$ cat src/rtl/redux_loader_pkg.sv
// -----------------------------------------------------------------------------
// redux_pkg -- shared definitions for the redux boot loader.
//   state_e        : loader FSM encoding (IDLE, LEN, DATA, CSUM, RUN, ERR)
//   ERR_*          : error codes reported on err_code
//   LOADER_MAGIC   : default frame start byte
// -----------------------------------------------------------------------------
package redux_pkg;

  typedef enum logic [2:0] {
    ST_IDLE = 3'd0,
    ST_LEN  = 3'd1,
    ST_DATA = 3'd2,
    ST_CSUM = 3'd3,
    ST_RUN  = 3'd4,
    ST_ERR  = 3'd5
  } state_e;

  localparam logic [1:0] ERR_NONE    = 2'b00;
  localparam logic [1:0] ERR_CSUM    = 2'b01;
  localparam logic [1:0] ERR_TIMEOUT = 2'b10;

  localparam logic [7:0] LOADER_MAGIC = 8'hA5;

endpackage

$ cat src/rtl/redux_loader_if.sv
// -----------------------------------------------------------------------------
// redux_loader_if -- byte stream with valid/ready handshake.
//   in_valid : byte present (source -> sink)
//   in_data  : byte value   (source -> sink)
//   in_ready : sink accepts (sink -> source)
//   A transfer happens on a rising edge where in_valid & in_ready.
// Modports: master = stream source, slave = loader.
// -----------------------------------------------------------------------------
interface redux_loader_if;
  logic       in_valid;
  logic [7:0] in_data;
  logic       in_ready;

  modport master (output in_valid, output in_data, input in_ready);
  modport slave  (input in_valid, input in_data, output in_ready);
endinterface

$ cat src/rtl/redux_loader_timeout.sv
// -----------------------------------------------------------------------------
// loader_timeout -- idle counter guarding the inside of a frame.
//   clk, rst_n : clock, async active-low reset
//   clear      : restart the count (accepted byte or abort)
//   enable     : count only while a frame is in progress
//   expired    : the count reaches TIMEOUT on the coming edge
// TIMEOUT = 0 disables the counter (expired never asserts).
// -----------------------------------------------------------------------------
module loader_timeout #(
  parameter int TIMEOUT = 1024
) (
  input  logic clk,
  input  logic rst_n,
  input  logic clear,
  input  logic enable,
  output logic expired
);

  logic [15:0] r_count;

  // NOTE: sequential state uses non-blocking assignments so every register
  // samples pre-edge values; blocking here would create order-dependent races.
  always_ff @(posedge clk or negedge rst_n) begin
    if (!rst_n) begin
      r_count <= '0;
    end else if (clear || !enable) begin
      r_count <= '0;
    end else begin
      r_count <= r_count + 16'd1;
    end
  end

  // Flag one cycle early so the FSM leaves on the very edge the count
  // reaches TIMEOUT, i.e. after exactly TIMEOUT idle cycles.
  assign expired = (TIMEOUT != 0) && enable && !clear &&
                   (r_count == 16'(TIMEOUT - 1));

endmodule

$ cat src/rtl/redux_loader.sv
// -----------------------------------------------------------------------------
// redux_loader -- boot-time program loader for the redux core.
// Receives frames  MAGIC, LEN, LEN payload bytes [, CSUM]  on a valid/ready
// stream, writes the payload into instruction memory from address 0 and
// holds the core in reset until a complete frame has landed.
//
// Ports
//   clk, rst_n     : clock, async active-low reset
//   s_in           : byte stream (redux_loader_if.slave)
//   reload         : one-cycle pulse, abort/restart back to IDLE
//   imem_we        : instruction-memory write strobe (one cycle per byte)
//   imem_addr      : write address
//   imem_wdata     : write data
//   cpu_rst_n      : core reset, high only one cycle after RUN is entered
//   done           : load complete, core running
//   error          : frame rejected
//   err_code       : 01 checksum mismatch, 10 timeout, 00 otherwise
//
// Build option: define LOADER_CHECKSUM_EN to append and verify a trailing
// checksum byte (payload + CSUM == 0 mod 256).
// -----------------------------------------------------------------------------
module redux_loader
  import redux_pkg::*;
#(
  parameter logic [7:0] MAGIC   = LOADER_MAGIC,
  parameter int         TIMEOUT = 1024
) (
  input  logic             clk,
  input  logic             rst_n,
  redux_loader_if.slave    s_in,
  input  logic             reload,
  output logic             imem_we,
  output logic [7:0]       imem_addr,
  output logic [7:0]       imem_wdata,
  output logic             cpu_rst_n,
  output logic             done,
  output logic             error,
  output logic [1:0]       err_code
);

  state_e      r_state;
  state_e      w_next;
  logic [1:0]  w_err_next;
  logic [8:0]  r_remaining;
  logic [7:0]  r_addr;
  logic        r_we;
  logic [7:0]  r_imem_addr;
  logic [7:0]  r_imem_wdata;
  logic        r_cpu_rst_n;
  logic [1:0]  r_err_code;
  logic        w_xfer;
  logic        w_busy;
  logic        w_expired;
`ifdef LOADER_CHECKSUM_EN
  logic [7:0]  r_sum;
  logic [7:0]  w_sum_chk;
  assign w_sum_chk = r_sum + s_in.in_data;
`endif

  // Frame in progress: the idle counter runs and the loader is listening.
  assign w_busy = (r_state == ST_LEN) || (r_state == ST_DATA) ||
                  (r_state == ST_CSUM);

  // Pure state decode; no path from in_valid.
  assign s_in.in_ready = (r_state == ST_IDLE) || w_busy;
  assign w_xfer        = s_in.in_valid && s_in.in_ready;

  // Every entry into LEN/DATA/CSUM coincides with an accepted byte, so
  // clearing on transfer also covers clearing on state entry.
  loader_timeout #(.TIMEOUT(TIMEOUT)) u_timeout (
    .clk     (clk),
    .rst_n   (rst_n),
    .clear   (w_xfer || reload),
    .enable  (w_busy),
    .expired (w_expired)
  );

  // NOTE: every signal driven here gets a default first; a path that leaves
  // one unassigned would infer a latch.
  always_comb begin
    w_next     = r_state;
    w_err_next = r_err_code;
    case (r_state)
      ST_IDLE: begin
        if (w_xfer && (s_in.in_data == MAGIC)) w_next = ST_LEN;
      end
      ST_LEN: begin
        if (w_xfer) begin
          w_next = ST_DATA;
        end else if (w_expired) begin
          w_next     = ST_ERR;
          w_err_next = ERR_TIMEOUT;
        end
      end
      ST_DATA: begin
        if (w_xfer) begin
          if (r_remaining == 9'd1) begin
`ifdef LOADER_CHECKSUM_EN
            w_next = ST_CSUM;
`else
            w_next = ST_RUN;
`endif
          end
        end else if (w_expired) begin
          w_next     = ST_ERR;
          w_err_next = ERR_TIMEOUT;
        end
      end
`ifdef LOADER_CHECKSUM_EN
      ST_CSUM: begin
        if (w_xfer) begin
          if (w_sum_chk == 8'd0) begin
            w_next = ST_RUN;
          end else begin
            w_next     = ST_ERR;
            w_err_next = ERR_CSUM;
          end
        end else if (w_expired) begin
          w_next     = ST_ERR;
          w_err_next = ERR_TIMEOUT;
        end
      end
`endif
      ST_RUN:  w_next = ST_RUN;
      ST_ERR:  w_next = ST_ERR;
      default: w_next = ST_IDLE;
    endcase
    // Abort wins over anything else, including a byte accepted this edge.
    if (reload) begin
      w_next     = ST_IDLE;
      w_err_next = ERR_NONE;
    end
  end

  always_ff @(posedge clk or negedge rst_n) begin
    if (!rst_n) begin
      r_state      <= ST_IDLE;
      r_err_code   <= ERR_NONE;
      r_cpu_rst_n  <= 1'b0;
      r_remaining  <= '0;
      r_addr       <= '0;
      r_we         <= 1'b0;
      r_imem_addr  <= '0;
      r_imem_wdata <= '0;
`ifdef LOADER_CHECKSUM_EN
      r_sum        <= '0;
`endif
    end else begin
      r_state     <= w_next;
      r_err_code  <= w_err_next;
      // Registered from the current state: the core leaves reset one cycle
      // after RUN is entered, after the last write has committed.
      r_cpu_rst_n <= !reload && (r_state == ST_RUN);
      r_we        <= 1'b0;
      if (reload) begin
        r_remaining <= '0;
        r_addr      <= '0;
`ifdef LOADER_CHECKSUM_EN
        r_sum       <= '0;
`endif
      end else if (w_xfer) begin
        case (r_state)
          ST_LEN: begin
            // LEN = 0 encodes a full 256-byte payload.
            r_remaining <= {(s_in.in_data == 8'd0), s_in.in_data};
            r_addr      <= '0;
`ifdef LOADER_CHECKSUM_EN
            r_sum       <= '0;
`endif
          end
          ST_DATA: begin
            r_we         <= 1'b1;
            r_imem_addr  <= r_addr;
            r_imem_wdata <= s_in.in_data;
            r_addr       <= r_addr + 8'd1;
            r_remaining  <= r_remaining - 9'd1;
`ifdef LOADER_CHECKSUM_EN
            r_sum        <= w_sum_chk;
`endif
          end
          default: ;
        endcase
      end
    end
  end

  assign imem_we    = r_we;
  assign imem_addr  = r_imem_addr;
  assign imem_wdata = r_imem_wdata;
  assign cpu_rst_n  = r_cpu_rst_n;
  assign done       = (r_state == ST_RUN);
  assign error      = (r_state == ST_ERR);
  assign err_code   = r_err_code;

endmodule
$ cat src/flat_wrapper.sv
// flat-port wrapper written by rule: the top's interface ports become plain ports
module redux_loader_flat import redux_pkg::*;
#(
  parameter logic [7:0] MAGIC   = LOADER_MAGIC,
  parameter int         TIMEOUT = 1024
)
  (clk, rst_n, reload, imem_we, imem_addr, imem_wdata, cpu_rst_n, done, error, err_code, s_in_in_valid, s_in_in_data, s_in_in_ready);
  redux_loader_if s_in_i ();
  input  logic clk;
  input  logic rst_n;
  input  logic reload;
  output logic imem_we;
  output logic [7:0] imem_addr;
  output logic [7:0] imem_wdata;
  output logic cpu_rst_n;
  output logic done;
  output logic error;
  output logic [1:0] err_code;
  input wire logic [$bits(s_in_i.in_valid)-1:0] s_in_in_valid;
  input wire logic [$bits(s_in_i.in_data)-1:0] s_in_in_data;
  output wire logic [$bits(s_in_i.in_ready)-1:0] s_in_in_ready;
  assign s_in_i.in_valid = s_in_in_valid;
  assign s_in_i.in_data = s_in_in_data;
  assign s_in_in_ready = s_in_i.in_ready;
  redux_loader #(.MAGIC(MAGIC), .TIMEOUT(TIMEOUT)) u_core (.clk(clk), .rst_n(rst_n), .s_in(s_in_i), .reload(reload), .imem_we(imem_we), .imem_addr(imem_addr), .imem_wdata(imem_wdata), .cpu_rst_n(cpu_rst_n), .done(done), .error(error), .err_code(err_code));
endmodule
$ cat config.mk
export PLATFORM = sky130hd
export DESIGN_NAME = redux_loader_flat
export DESIGN_NICKNAME = d
export VERILOG_FILES = /design/src/rtl/redux_loader_pkg.sv /design/src/rtl/redux_loader_if.sv /design/src/rtl/redux_loader_timeout.sv /design/src/rtl/redux_loader.sv /design/src/flat_wrapper.sv
export SDC_FILE = /design/constraint.sdc
export NUM_CORES = 1
export LEC_CHECK = 0
export ABC_CLOCK_PERIOD_IN_PS = 2050
export CAP_MARGIN = 20
export CORE_UTILIZATION = 45
export DETAILED_ROUTE_END_ITERATION = 12
export PLACE_DENSITY_LB_ADDON = 0.12
export SLEW_MARGIN = 0
export SYNTH_ARGS = -nofsm -noshare
export SYNTH_HDL_FRONTEND = slang
export SYNTH_SLANG_ARGS = --single-unit
$ cat constraint.sdc
create_clock -name clk -period 2.05 [get_ports clk]
set_input_delay 0.205 -clock clk [delete_from_list [all_inputs] [get_ports clk]]
set_output_delay 0.205 -clock clk [all_outputs]
set_load 0.02 [all_outputs]
==> impl_metrics.json <==
{
  "status": "finished, final reports clean",
  "area_growth_syn_to_layout_pct": 21.3,
  "gp_congestion": 0.852,
  "dp_hpwl_um": 4390,
  "ant_nets": 0,
  "drtIter0Drc": 106,
  "grt_setup_unrepaired": "no",
  "fin_setup_tns_ps": 0,
  "power_frac_comb": 0.424,
  "grt_usage": 0.204,
  "timing.fmax_ghz": 0.502,
  "startpoint_type": "flip-flop",
  "yosys-top-cells-area": "dfrtp_1, mux2_2, a21oi_1",
  "cp_data_arrival_time_ps": 1790,
  "wl_per_cell_um": 15.7,
  "synth_top_area_cell": "dfrtp_1",
  "wirelength_um": 6200,
  "rr_startpoint": "u_core.r_remaining[0]",
  "yosysUniqueCellTypes": 52,
  "irDropWorstVdd_uv": 724,
  "multi_input_area_sq_mm": 0.00136,
  "max_cap_violations": 0,
  "p_per_area_mw_per_mm2": 1080,
  "fin_total_pwr_mw": 3.75,
  "fin_nets": 337,
  "drc": 0,
  "p_sw_frac": 0.371,
  "drv_slew": 0,
  "rows": 28,
  "synth.avg_cell_area_sq_um": 10.2,
  "rrSetupSlack_ps": 130,
  "dr.pass1.iters": 5,
  "numCtsBuffers": 5,
  "pwr-share-clk": 0.190,
  "tightest_slew_ps": 517,
  "viasPerCell": 5.70,
  "r2r_cells": 6,
  "antenna_found_initial": 0,
  "finalSetupViolCount": 0,
  "power_switching_mw": 1.39,
  "pin_count": 35,
  "cts_tree": "yes",
  "root_buffer": "clkbuf_8",
  "synth_top_area_frac": 0.482,
  "coreArea_sq_mm": 0.00603,
  "cts_sinks": 55,
  "seqCellArea_sq_mm": 0.00138,
  "start_util": 0.474,
  "fillers": 537,
  "cts_setup_buffers": 0,
  "slowest_stage": "clkdlybuf4s50_1",
  "cp-end-kind": "output port",
  "overflow": 0,
  "yosys_warnings": 0,
  "skew_ps": 9.07,
  "p_leak_nw": 1.50,
  "clk_latency_ps": 310,
  "cp_max_fo": 9,
  "required_ps": 1850,
  "synth_fp_nets": 295,
  "crit_chain": "nor2b_1, and2_1, clkdlybuf4s50_1",
  "drive_above_1_share": 0.156,
  "grt_start_max_net_pins": 36,
  "routed-via-count": 2258,
  "clk_path_buf_depth": 2,
  "grt_pass1_wl_um": 10300,
  "portBuffers": 33,
  "hold_violations": 0,
  "path_clk_slew_ps": 100,
  "power_frac_seq": 0.385,
  "post-route-period-util": 0.971,
  "min_path_type": "in2async",
  "layout_min_cycle_time_ps": 1990,
  "h-tree-depth": 2,
  "ys_ff_latch": 55,
  "grt_pass1_vias": 2131,
  "synth_seq_area_share": 0.482,
  "slew-limit-headroom": 0.655,
  "worstSetupStartpoint": "u_core.r_state[0]",
  "chipHeight_um": 81.7,
  "die_w_um": 81.7,
  "critPathMaxStageDelay_ps": 590,
  "crit_type": "reg2out",
  "n_antenna_cell": 0,
  "die_area_sq_mm": 0.00667,
  "reg2reg_to": "u_core.r_remaining[8]",
  "netlist_instances": 279,
  "p_int_mw": 2.36,
  "netlist_area_sq_mm": 0.00286
}
logic make-up after synthesis:
logic type	count (synthesis)	synth area share
compound gates	64	0.149
flops	55	0.482
buf+inv	25	0.0434
other cells	1	0.00131
xor+xnor	11	0.0403
simple gates	102	0.200
mux	17	0.0666
fa+ha+maj	4	0.0175
area by class of cell:
type | instances | share of cell area
Sequential cell | 55 | 0.398
Multi-Input combinational cell | 199 | 0.391
Clock inverter | 2 | 0.0108
Inverter | 8 | 0.00867
Tap cell | 75 | 0.0271
Timing Repair Buffer | 52 | 0.144
Clock buffer | 5 | 0.0199
worst max-delay path: cells and delay by family, from the launching register on:
kind / cells / cell delay, ps
simple gates: 2 / 360
buf+inv: 1 / 590
flops: 1 / 520
per-layer routing:
| layer | share of wire | GRT usage | vias up | routed length, um |
|---|---|---|---|---|
| met5 | 0 | 0 | - | 0 |
| met2 | 0.45 | 0.304 | 48 | 2760 |
| li1 | - | - | 1095 | - |
| met4 | 0.011 | 0.0526 | 0 | 66 |
| met1 | 0.50 | 0.299 | 1109 | 3080 |
| met3 | 0.047 | 0.0433 | 6 | 293 |
cells in the mapped netlist (all sizes together):
cell / count
buf: 9
nor3: 7
or3: 8
nand2: 9
a21o: 3
and4: 2
or3b: 2
a2111oi: 1
xor2: 8
conb: 1
o41ai: 1
or4: 6
inv: 8
nand2b: 2
nand4: 8
o2bb2ai: 6
o22ai: 2
a21boi: 1
nor4: 5
clkbuf: 8
a21oi: 21
o21ai: 17
xnor2: 3
or4b: 1
and3: 4
a2bb2oi: 2
nor3b: 5
o21a: 1
mux2i: 1
and4b: 1
nand3: 8
nor2b: 5
mux2: 16
a211o: 1
a31oi: 3
o2111ai: 1
dfrtp: 55
ha: 4
and2: 3
nor2: 26
o31ai: 3
a311oi: 1
worst max path at each step:
stage	to	slack, ps	cells past startpoint
floorplan	u_core.r_remaining[8]	330	7
global placement	u_core.r_state[0]	100	5
detailed placement	u_core.r_state[0]	70	5
CTS	done	3	3
global route	error	1	3
finish	error	60	3
state kept, by name, indices dropped and copies added (netlist names):
name / cells
u_core.imem_addr: 8
u_core.r_state: 3
u_core.imem_wdata: 8
u_core.r_addr: 8
u_core.imem_we: 1
u_core.u_timeout.r_count: 16
u_core.cpu_rst_n: 1
u_core.err_code: 1
u_core.r_remaining: 9
cell usage in the layout (no fill, tap or decap), types with 8 or more instances in the layout:
cell type / n
nand3_1: 8
mux2_2: 14
o21ai_0: 16
buf_4: 16
inv_1: 8
or3_1: 8
clkdlybuf4s50_1: 31
a21oi_1: 20
dfrtp_1: 53
nand4_1: 8
nand2_1: 9
nor2_1: 26
power by group through the flow:
stage	clock network, mW	logic (mW)	registers (mW)
5_1_grt	0.780	1.74	1.47
3_3_place_gp	0	1.56	1.45
3_5_place_dp	0	1.58	1.46
6_report	0.713	1.59	1.44
2_1_floorplan	0	0.996	1.50
4_1_cts	0.740	1.59	1.44
metrics by stage:
step                hold WS (ps)  instances  worst slack, ps  utilization  instance area [sq um]
global route                 466        396             1.31        0.575                   3460
floorplan                  -90.6        279              326            -                   2860
detailed placement           211        388             71.8        0.554                   3340
global placement             211        388             98.5        0.554                   3340
CTS                          405        396             2.87        0.574                   3460
finish                       390        396             58.8        0.575                   3460
what timing repair did:
action	in CTS	in global routing
gates resized for setup	1	2
hold endpoints to repair	20	0
setup endpoints to repair	2	2
cloned	0	0
hold buffers	1	0
Power figures use the tool's default switching activity.
